## config.mk

```make
export PLATFORM = sky130hd
export DESIGN_NAME = ramio_arbiter
export DESIGN_NICKNAME = d
export VERILOG_FILES = /design/src/rtl/ramio_arbiter.sv
export SDC_FILE = /design/constraint.sdc
export NUM_CORES = 1
export LEC_CHECK = 0
export BUFFER_PORTS_ARGS = -buffer_cell sky130_fd_sc_hd__buf_4
export CORE_MARGIN = 10
export CORE_UTILIZATION = 50
export DETAILED_ROUTE_END_ITERATION = 6
export GPL_TIMING_DRIVEN = 0
export HOLD_SLACK_MARGIN = 0.12
export PLACE_DENSITY = 0.78
export SYNTH_ARGS = -nofsm -noshare
export SYNTH_HDL_FRONTEND = slang
export SYNTH_SLANG_ARGS = --single-unit
```

## constraint.sdc

```tcl
create_clock -name clk -period 3.9 [get_ports clk]
set_clock_uncertainty 0.2 [all_clocks]
set_input_delay 0.39 -clock clk [delete_from_list [all_inputs] [get_ports clk]]
set_output_delay 0.39 -clock clk [all_outputs]
set_load 0.02 [all_outputs]
```

## src/rtl/ramio_arbiter.sv

```systemverilog
// ramio_arbiter: two-requester arbiter sharing one downstream RAM I/O port
// Ports: clk/rst_n (async active-low); m0_*/m1_* requester side (enable, read/write type,
// address, write data in; read data, ready pulse, busy out); ramio_* downstream side;
// grant = requester currently/last served; timeout_err = one-cycle abort pulse.
module ramio_arbiter #(
  parameter int RoundRobin    = 1,
  parameter int TimeoutCycles = 1024
) (
  input  logic        clk,
  input  logic        rst_n,
  input  logic        m0_enable,
  input  logic [2:0]  m0_read_type,
  input  logic [1:0]  m0_write_type,
  input  logic [31:0] m0_address,
  input  logic [31:0] m0_data_in,
  output logic [31:0] m0_data_out,
  output logic        m0_data_out_ready,
  output logic        m0_busy,
  input  logic        m1_enable,
  input  logic [2:0]  m1_read_type,
  input  logic [1:0]  m1_write_type,
  input  logic [31:0] m1_address,
  input  logic [31:0] m1_data_in,
  output logic [31:0] m1_data_out,
  output logic        m1_data_out_ready,
  output logic        m1_busy,
  output logic        ramio_enable,
  output logic [2:0]  ramio_read_type,
  output logic [1:0]  ramio_write_type,
  output logic [31:0] ramio_address,
  output logic [31:0] ramio_data_in,
  input  logic [31:0] ramio_data_out,
  input  logic        ramio_data_out_ready,
  input  logic        ramio_busy,
  output logic        grant,
  output logic        timeout_err
);
  typedef enum logic [1:0] {Idle, Issue, Wait, Gap} state_t;
  state_t      state_q;
  logic        req0, req1, sel, done, expired;
  logic [2:0]  rt_q;
  logic [1:0]  wt_q;
  logic [31:0] addr_q, din_q, cnt_q, rd_data;
  assign req0 = m0_enable && (m0_read_type != 3'd0 || m0_write_type != 2'd0);
  assign req1 = m1_enable && (m1_read_type != 3'd0 || m1_write_type != 2'd0);
  // on a tie, round-robin hands the port to whoever did not hold it last
  assign sel = (req0 && req1) ? (RoundRobin != 0 && !grant) : req1;
  assign done = (wt_q != 2'd0) ? !ramio_busy : ramio_data_out_ready;
  assign expired = cnt_q == 32'(TimeoutCycles - 1);
  assign rd_data = done ? ramio_data_out : 32'd0;
  assign m0_busy = req0 && !(state_q == Gap && !grant);
  assign m1_busy = req1 && !(state_q == Gap && grant);
  always_ff @(posedge clk or negedge rst_n) begin
    if (!rst_n) begin
      state_q           <= Idle;
      grant             <= 1'b1;
      rt_q              <= 3'd0;
      wt_q              <= 2'd0;
      addr_q            <= 32'd0;
      din_q             <= 32'd0;
      cnt_q             <= 32'd0;
      ramio_enable      <= 1'b0;
      ramio_read_type   <= 3'd0;
      ramio_write_type  <= 2'd0;
      ramio_address     <= 32'd0;
      ramio_data_in     <= 32'd0;
      m0_data_out       <= 32'd0;
      m1_data_out       <= 32'd0;
      m0_data_out_ready <= 1'b0;
      m1_data_out_ready <= 1'b0;
      timeout_err       <= 1'b0;
    end else begin
      m0_data_out_ready <= 1'b0;
      m1_data_out_ready <= 1'b0;
      timeout_err       <= 1'b0;
      case (state_q)
        Idle: if (req0 || req1) begin
          grant   <= sel;
          // a write wins when both types are set, so the read type is dropped
          rt_q    <= sel ? (m1_write_type != 2'd0 ? 3'd0 : m1_read_type)
                         : (m0_write_type != 2'd0 ? 3'd0 : m0_read_type);
          wt_q    <= sel ? m1_write_type : m0_write_type;
          addr_q  <= sel ? m1_address : m0_address;
          din_q   <= sel ? m1_data_in : m0_data_in;
          state_q <= Issue;
        end
        Issue: begin
          ramio_enable     <= 1'b1;
          ramio_read_type  <= rt_q;
          ramio_write_type <= wt_q;
          ramio_address    <= addr_q;
          ramio_data_in    <= din_q;
          cnt_q            <= 32'd0;
          state_q          <= Wait;
        end
        Wait: if (done || expired) begin
          ramio_enable     <= 1'b0;
          ramio_read_type  <= 3'd0;
          ramio_write_type <= 2'd0;
          timeout_err      <= !done;
          state_q          <= Gap;
          if (wt_q == 2'd0) begin
            if (grant) begin
              m1_data_out       <= rd_data;
              m1_data_out_ready <= 1'b1;
            end else begin
              m0_data_out       <= rd_data;
              m0_data_out_ready <= 1'b1;
            end
          end
        end else begin
          cnt_q <= cnt_q + 32'd1;
        end
        default: state_q <= Idle;
      endcase
    end
  end
endmodule

```

**After elaboration in Yosys (flattened, before gate mapping)**

Cells that the tools add are included.

- Register bits: 241
- Input bits: 176
- Output and inout port bits: 140
- Logic and storage cells: 86

- Add/sub/neg operators: 1
- Equality and inequality tests: 7
- Multiplexer cells: 30
- Bitwise gates (word level): 1
- Reductions and logical operators: 30

Operators by type and width:

| operator | number |
|---|---|
| 2-to-1 mux 32 bit | 4 |
| one-hot mux 32 bit (2 select lines) | 1 |
| adder 32 x 1 -> 32 bit (second input constant) | 1 |
| equality test 32 x 10 -> 1 bit (second input constant) | 1 |
| 2-to-1 mux 1 bit | 13 |
| 2-to-1 mux 3 bit | 4 |
| 2-to-1 mux 2 bit | 4 |
| AND reduction 2 bit | 4 |
| AND reduction 4 bit | 2 |
| nonzero test 2 bit | 4 |
| logical AND 1 bit | 7 |
| inequality test 2 bit (second input constant) | 3 |
| one-hot mux 2 bit (3 select lines) | 1 |
| one-hot mux 3 bit (2 select lines) | 1 |
| nonzero test 3 bit | 2 |
| zero test 1 bit | 5 |
| equality test 2 bit (second input constant) | 2 |
| zero test 2 bit | 2 |
| logical OR 1 bit | 4 |
| one-hot mux 2 bit (2 select lines) | 1 |
| equality test 2 x 1 -> 1 bit (second input constant) | 1 |
| one-hot mux 1 bit (2 select lines) | 1 |
| inverter 1 bit | 1 |

**Depth between registers and ports, before layout**

- Depth after elaboration: 6
- Mapped depth: 8
- Gate-level depth less buffers: 7

**Least setup slack after synthesis**

Ideal clock, no wire load.

- Kind: reg-to-reg
- Start point: register state_q[0]
- End point: register state_q[1]
- Setup time: 0.125 ns
- Data arrival time: 1.893 ns
- Data required time: 3.575 ns
- Setup slack: 1.682 ns
- Stages on the path, launching flop included: 8
- Buffers on the path: 2
- Path through: dfrtp_1 > inv_1 > ha_1 > clkbuf_1 > o21ai_0 > clkbuf_1 > o21ai_1 > mux2_2

- Cells in the longest elaborated chain, start to end: 3
- Elaborated cells between the ends (all ways): 7

RTL lines:

| item | RTL line | text |
|---|---|---|
| start: declaration | 39 | `state_t state_q;` |
| start signal: assignment | 55 | `state_q <= Idle;` |
| start signal: assignment | 85 | `state_q <= Issue;` |
| start signal: assignment | 94 | `state_q <= Wait;` |
| equality test 2 bit or zero test 2 bit (tied branches) | 76 | `case (state_q)` |
| inequality test 2 bit (no line) | - |  |
| AND reduction 2 bit (no line) | - |  |

Several ways; a longest one is shown, not always the timed one.
A chain may end at the register's enable or synchronous reset.

**Final worst setup path**

- Start point: input port m0_read_type[0]
- End point: register addr_q[20]

- Cells in the longest elaborated chain, start to end: 6
- Elaborated cells between the ends (all ways): 8

RTL lines:

| item | RTL line | text |
|---|---|---|
| start: declaration | 12 | `input logic [2:0] m0_read_type,` |
| nonzero test 3 bit * | 44 | `assign req0 = m0_enable && (m0_read_type != 3'd0 \|\| m0_write_type != 2'd0);` |
| logical OR 1 bit * | 44 |  |
| logical AND 1 bit * | 44 |  |
| logical AND 1 bit | 47 | `assign sel = (req0 && req1) ? (RoundRobin != 0 && !grant) : req1;` |
| 2-to-1 mux 1 bit | 47 |  |
| 2-to-1 mux 32 bit | 83 | `addr_q <= sel ? m1_address : m0_address;` |
| end signal: assignment | 83 |  |
| end: declaration | 43 | `logic [31:0] addr_q, din_q, cnt_q, rd_data;` |

Every way passes the cells marked *; elsewhere a longest branch is shown, timed or not.

==> qor.yml <==
status:
  status: "complete, no violations"
critical_path:
  crit_path_end_kind: "flip-flop"
  cp-start-kind: "primary input"
  required_ns: 4.09
  cpMaxStageDelayCell: "dlygate4sd3_1"
  critPathMaxFanout: 10
  slowest_delay_ns: 0.60
  worstSetupPathType: "primary input to flip-flop"
  worst-endpoint-arrival_ns: 3.67
  path_buf_inv: 5
  critical_path.top_delay_family: "buffers and inverters"
  rrSetupSlack_ns: 0.86
  cp_cell_sequence: "dlygate4sd3_1 > buf_4 > or4_1 > o21ai_0 > a21boi_1 > buf_2 > buf_2 > nor2_1 > a31oi_1 > dlygate4sd3_1"
synthesis:
  async_reset_ff_share_pct: 100
  ys_warn_count: 0
  synth_common_cells: "240 x dfrtp_1, 158 x nand2_1, 86 x nor2_1"
  synth_cell_type_count: 53
  synth_fp_nets: 1103
  synth_seq_cells: 241
  yosysMostFrequentCell: "dfrtp_1"
  yosysTopAreaCell: "dfrtp_1"
  yosysSeqAreaShare_pct: 58.5
  ys.flop_type: "dfrtp_1"
  synth_top_area_share_pct: 58.3
  avgSynthCellArea_um2: 11.2
  synth_area_leaders: "dfrtp_1 58%, mux2_2 7.2%, a32o_1 6.2%"
  synth-edff-count: 0
  netlist_instances: 922
  synth_area_um2: 10300
cts:
  cts_tree: "done"
  htreeDepth: 1
  clk_pin_slew_ns: 0.07
  cts-root-buf: "clkbuf_16"
  clkLatencyLatePin_ns: 0.52
  cts_buffer_depth: 3
  cts.sinks: 241
  numCtsBuffers: 25
sta:
  setup_viol: 0
  max_freq_mhz: 287
  period_needed_ns: 3.48
  worstMarginPinSlew_ns: 0.958
  rsz0062_at_grt: "false"
  layout_setup_ws_ns: 0.418
  slew_violations: 0
  finalCritPeriodShare_pct: 89.3
  finalHoldViolations: 0
  slew_headroom_pct: 35.6
  setup_tns_ns: 0
die:
  core_area_um2: 20200
  fp.dieW_um: 164
  initial_utilization_pct: 50.9
  rows: 52
  die_y_um: 164
  dieArea_um2: 26700
  ios: 316
routing:
  wl_per_cell_um: 23.4
  first_pass_iters: 6
  antenna_left: 0
  finalWirelength_mm: 40.4
  viasPerCell: 5.97
  vias: 10300
  drt_iter0_markers: 866
  drc_errors: 0
global_routing:
  grt_pass1_vias: 11200
  grt_max_degree: 97
  gr-total-overflow: 0
  grt_usage_pct: 29.3
  grt_pass1_wl_mm: 62.6
  antenna_found_initial: 1
power:
  p_per_area_nw_per_um2: 810
  leakagePower_uw: 0.00706
  power_frac_comb_pct: 45.6
  power_switching_uw: 4760
  swShare_pct: 37.5
  irDropWorstVdd_mv: 0.547
  p_clk_share_pct: 20.2
  internal-power_uw: 7930
  sequentialPowerShare_pct: 34.2
layout:
  nNetsFinal: 1618
  drive_above_1_share_pct: 32.5
  area_growth_syn_to_layout_pct: 52.1
job:
  drv_cap: 0
place:
  dp_slack_ns: 1.18
  gp_congestion: 0.874
  portBuffers: 315
  hpwl_mm: 24.8
min_path:
  min_path_type: "primary input to async pin"
## power by group through the flow
stage | combinational, uW | clock (uW) | sequential, uW
after floorplan | 1910 | 0 | 4980
after global placement | 4650 | 0 | 4200
after detailed placement | 4760 | 0 | 4260
after CTS | 5540 | 2550 | 4230
after global routing | 6120 | 2680 | 4440
final | 5780 | 2560 | 4340
## sequential cells by signal (all words and copies together), names as in the netlist, 3 cells and up
signal           cells
addr_q              32
ramio_address       32
rt_q                 3
ramio_data_in       32
din_q               32
m1_data_out         32
ramio_read_type      3
m0_data_out         32
cnt_q               32
## logic make-up (layout without fill, tap and decap cells)
| group | count (synthesis) | count (layout) | share of synthesized area, % |
|---|---|---|---|
| AO/OA/AOI/OAI | 189 | 189 | 14.3 |
| XOR/XNOR | 7 | 7 | 0.595 |
| adder cells (fa/ha/maj) | 5 | 5 | 0.607 |
| buffers and inverters | 77 | 610 | 3.44 |
| flip-flops | 241 | 241 | 58.5 |
| multiplexers | 78 | 78 | 8.38 |
| other | 0 | 2 | 0 |
| AND/OR/NAND/NOR | 325 | 325 | 14.1 |
## timing repair
| item | CTS | global route |
|---|---|---|
| hold buffers | 171 | 0 |
| gates resized for setup | 0 | 0 |
| buffers inserted | 0 | 0 |
| endpoints found under the hold margin | 197 | 0 |
## path summary, 6_finish.rpt
path | startpoint | to | cells after the start
setup / recovery | m0_read_type[0] | addr_q[20] | 10
hold / removal | rst_n | timeout_err | 2
setup reg to reg | state_q[0] | addr_q[14] | 8
hold reg to reg | m0_data_out[27] | m0_data_out[27] | 1
max in group asynchronous | rst_n | cnt_q[4] | 3
min in group clk | m1_enable | state_q[0] | 5
## stage by stage
| stage | power [uW] | cells | util, % | area (um^2) | hold WS, ns |
|---|---|---|---|---|---|
| after floorplan | 6890 | 922 | - | 10300 | -0.106 |
| after global placement | 8850 | 1507 | 64.3 | 13000 | 0.274 |
| after detailed placement | 9020 | 1509 | 64.6 | 13100 | 0.176 |
| after CTS | 12300 | 1725 | 77.4 | 15700 | 0.213 |
| after global routing | 13200 | 1727 | 77.4 | 15700 | 0.280 |
| final | 12700 | 1727 | 77.4 | 15700 | 0.225 |
## final cells by class
| cell class | instances | area, um^2 |
|---|---|---|
| Timing Repair Buffer | 488 | 4140 |
| Fill cell | 1129 | 4570 |
| Clock buffer | 36 | 757 |
| Clock inverter | 9 | 128 |
| Sequential cell | 241 | 6030 |
| Buffer | 68 | 320 |
| Antenna cell | 2 | 5.00 |
| Inverter | 9 | 33.8 |
| Multi-Input combinational cell | 604 | 3920 |
| Tap cell | 270 | 338 |
## metal layers
metal,share of wire [%],GRT usage (%),vias to the layer above
li1,-,-,4394
met1,35,32.6,5091
met2,48,49.3,647
met3,10,9.24,177
met4,6.1,15.2,0
met5,0,0,-
## worst reg2reg max path: cells and delay by family, from the launching register on
| kind | cells | cell delay, ns |
|---|---|---|
| buffers and inverters | 4 | 1.42 |
| AO/OA/AOI/OAI | 2 | 0.69 |
| flip-flops | 1 | 0.40 |
| adder cells (fa/ha/maj) | 1 | 0.20 |
| AND/OR/NAND/NOR | 1 | 0.06 |
## layout by cell type (no fill, tap or decap), drive strengths merged, types with 2 or more instances in the layout
cell type,n
nor4,13
xnor2,7
and2,2
diode,2
buf,353
ha,5
nand4,7
bufinv,3
nand3,21
o311ai,5
clkbuf,68
or3,3
mux2,66
a21oi,13
o21ai,11
nor2,87
and4,2
o41ai,3
dfrtp,240
or4,10
mux2i,12
o31ai,7
nor3,5
inv,9
a32o,64
dlygate4sd3,171
and3,10
clkinvlp,3
o21a,2
a31oi,70
clkinv,3
nand2,158
or2,3
nor2b,2
o2bb2ai,5
o211ai,3
Note: power is estimated with default switching activity, not from simulation.
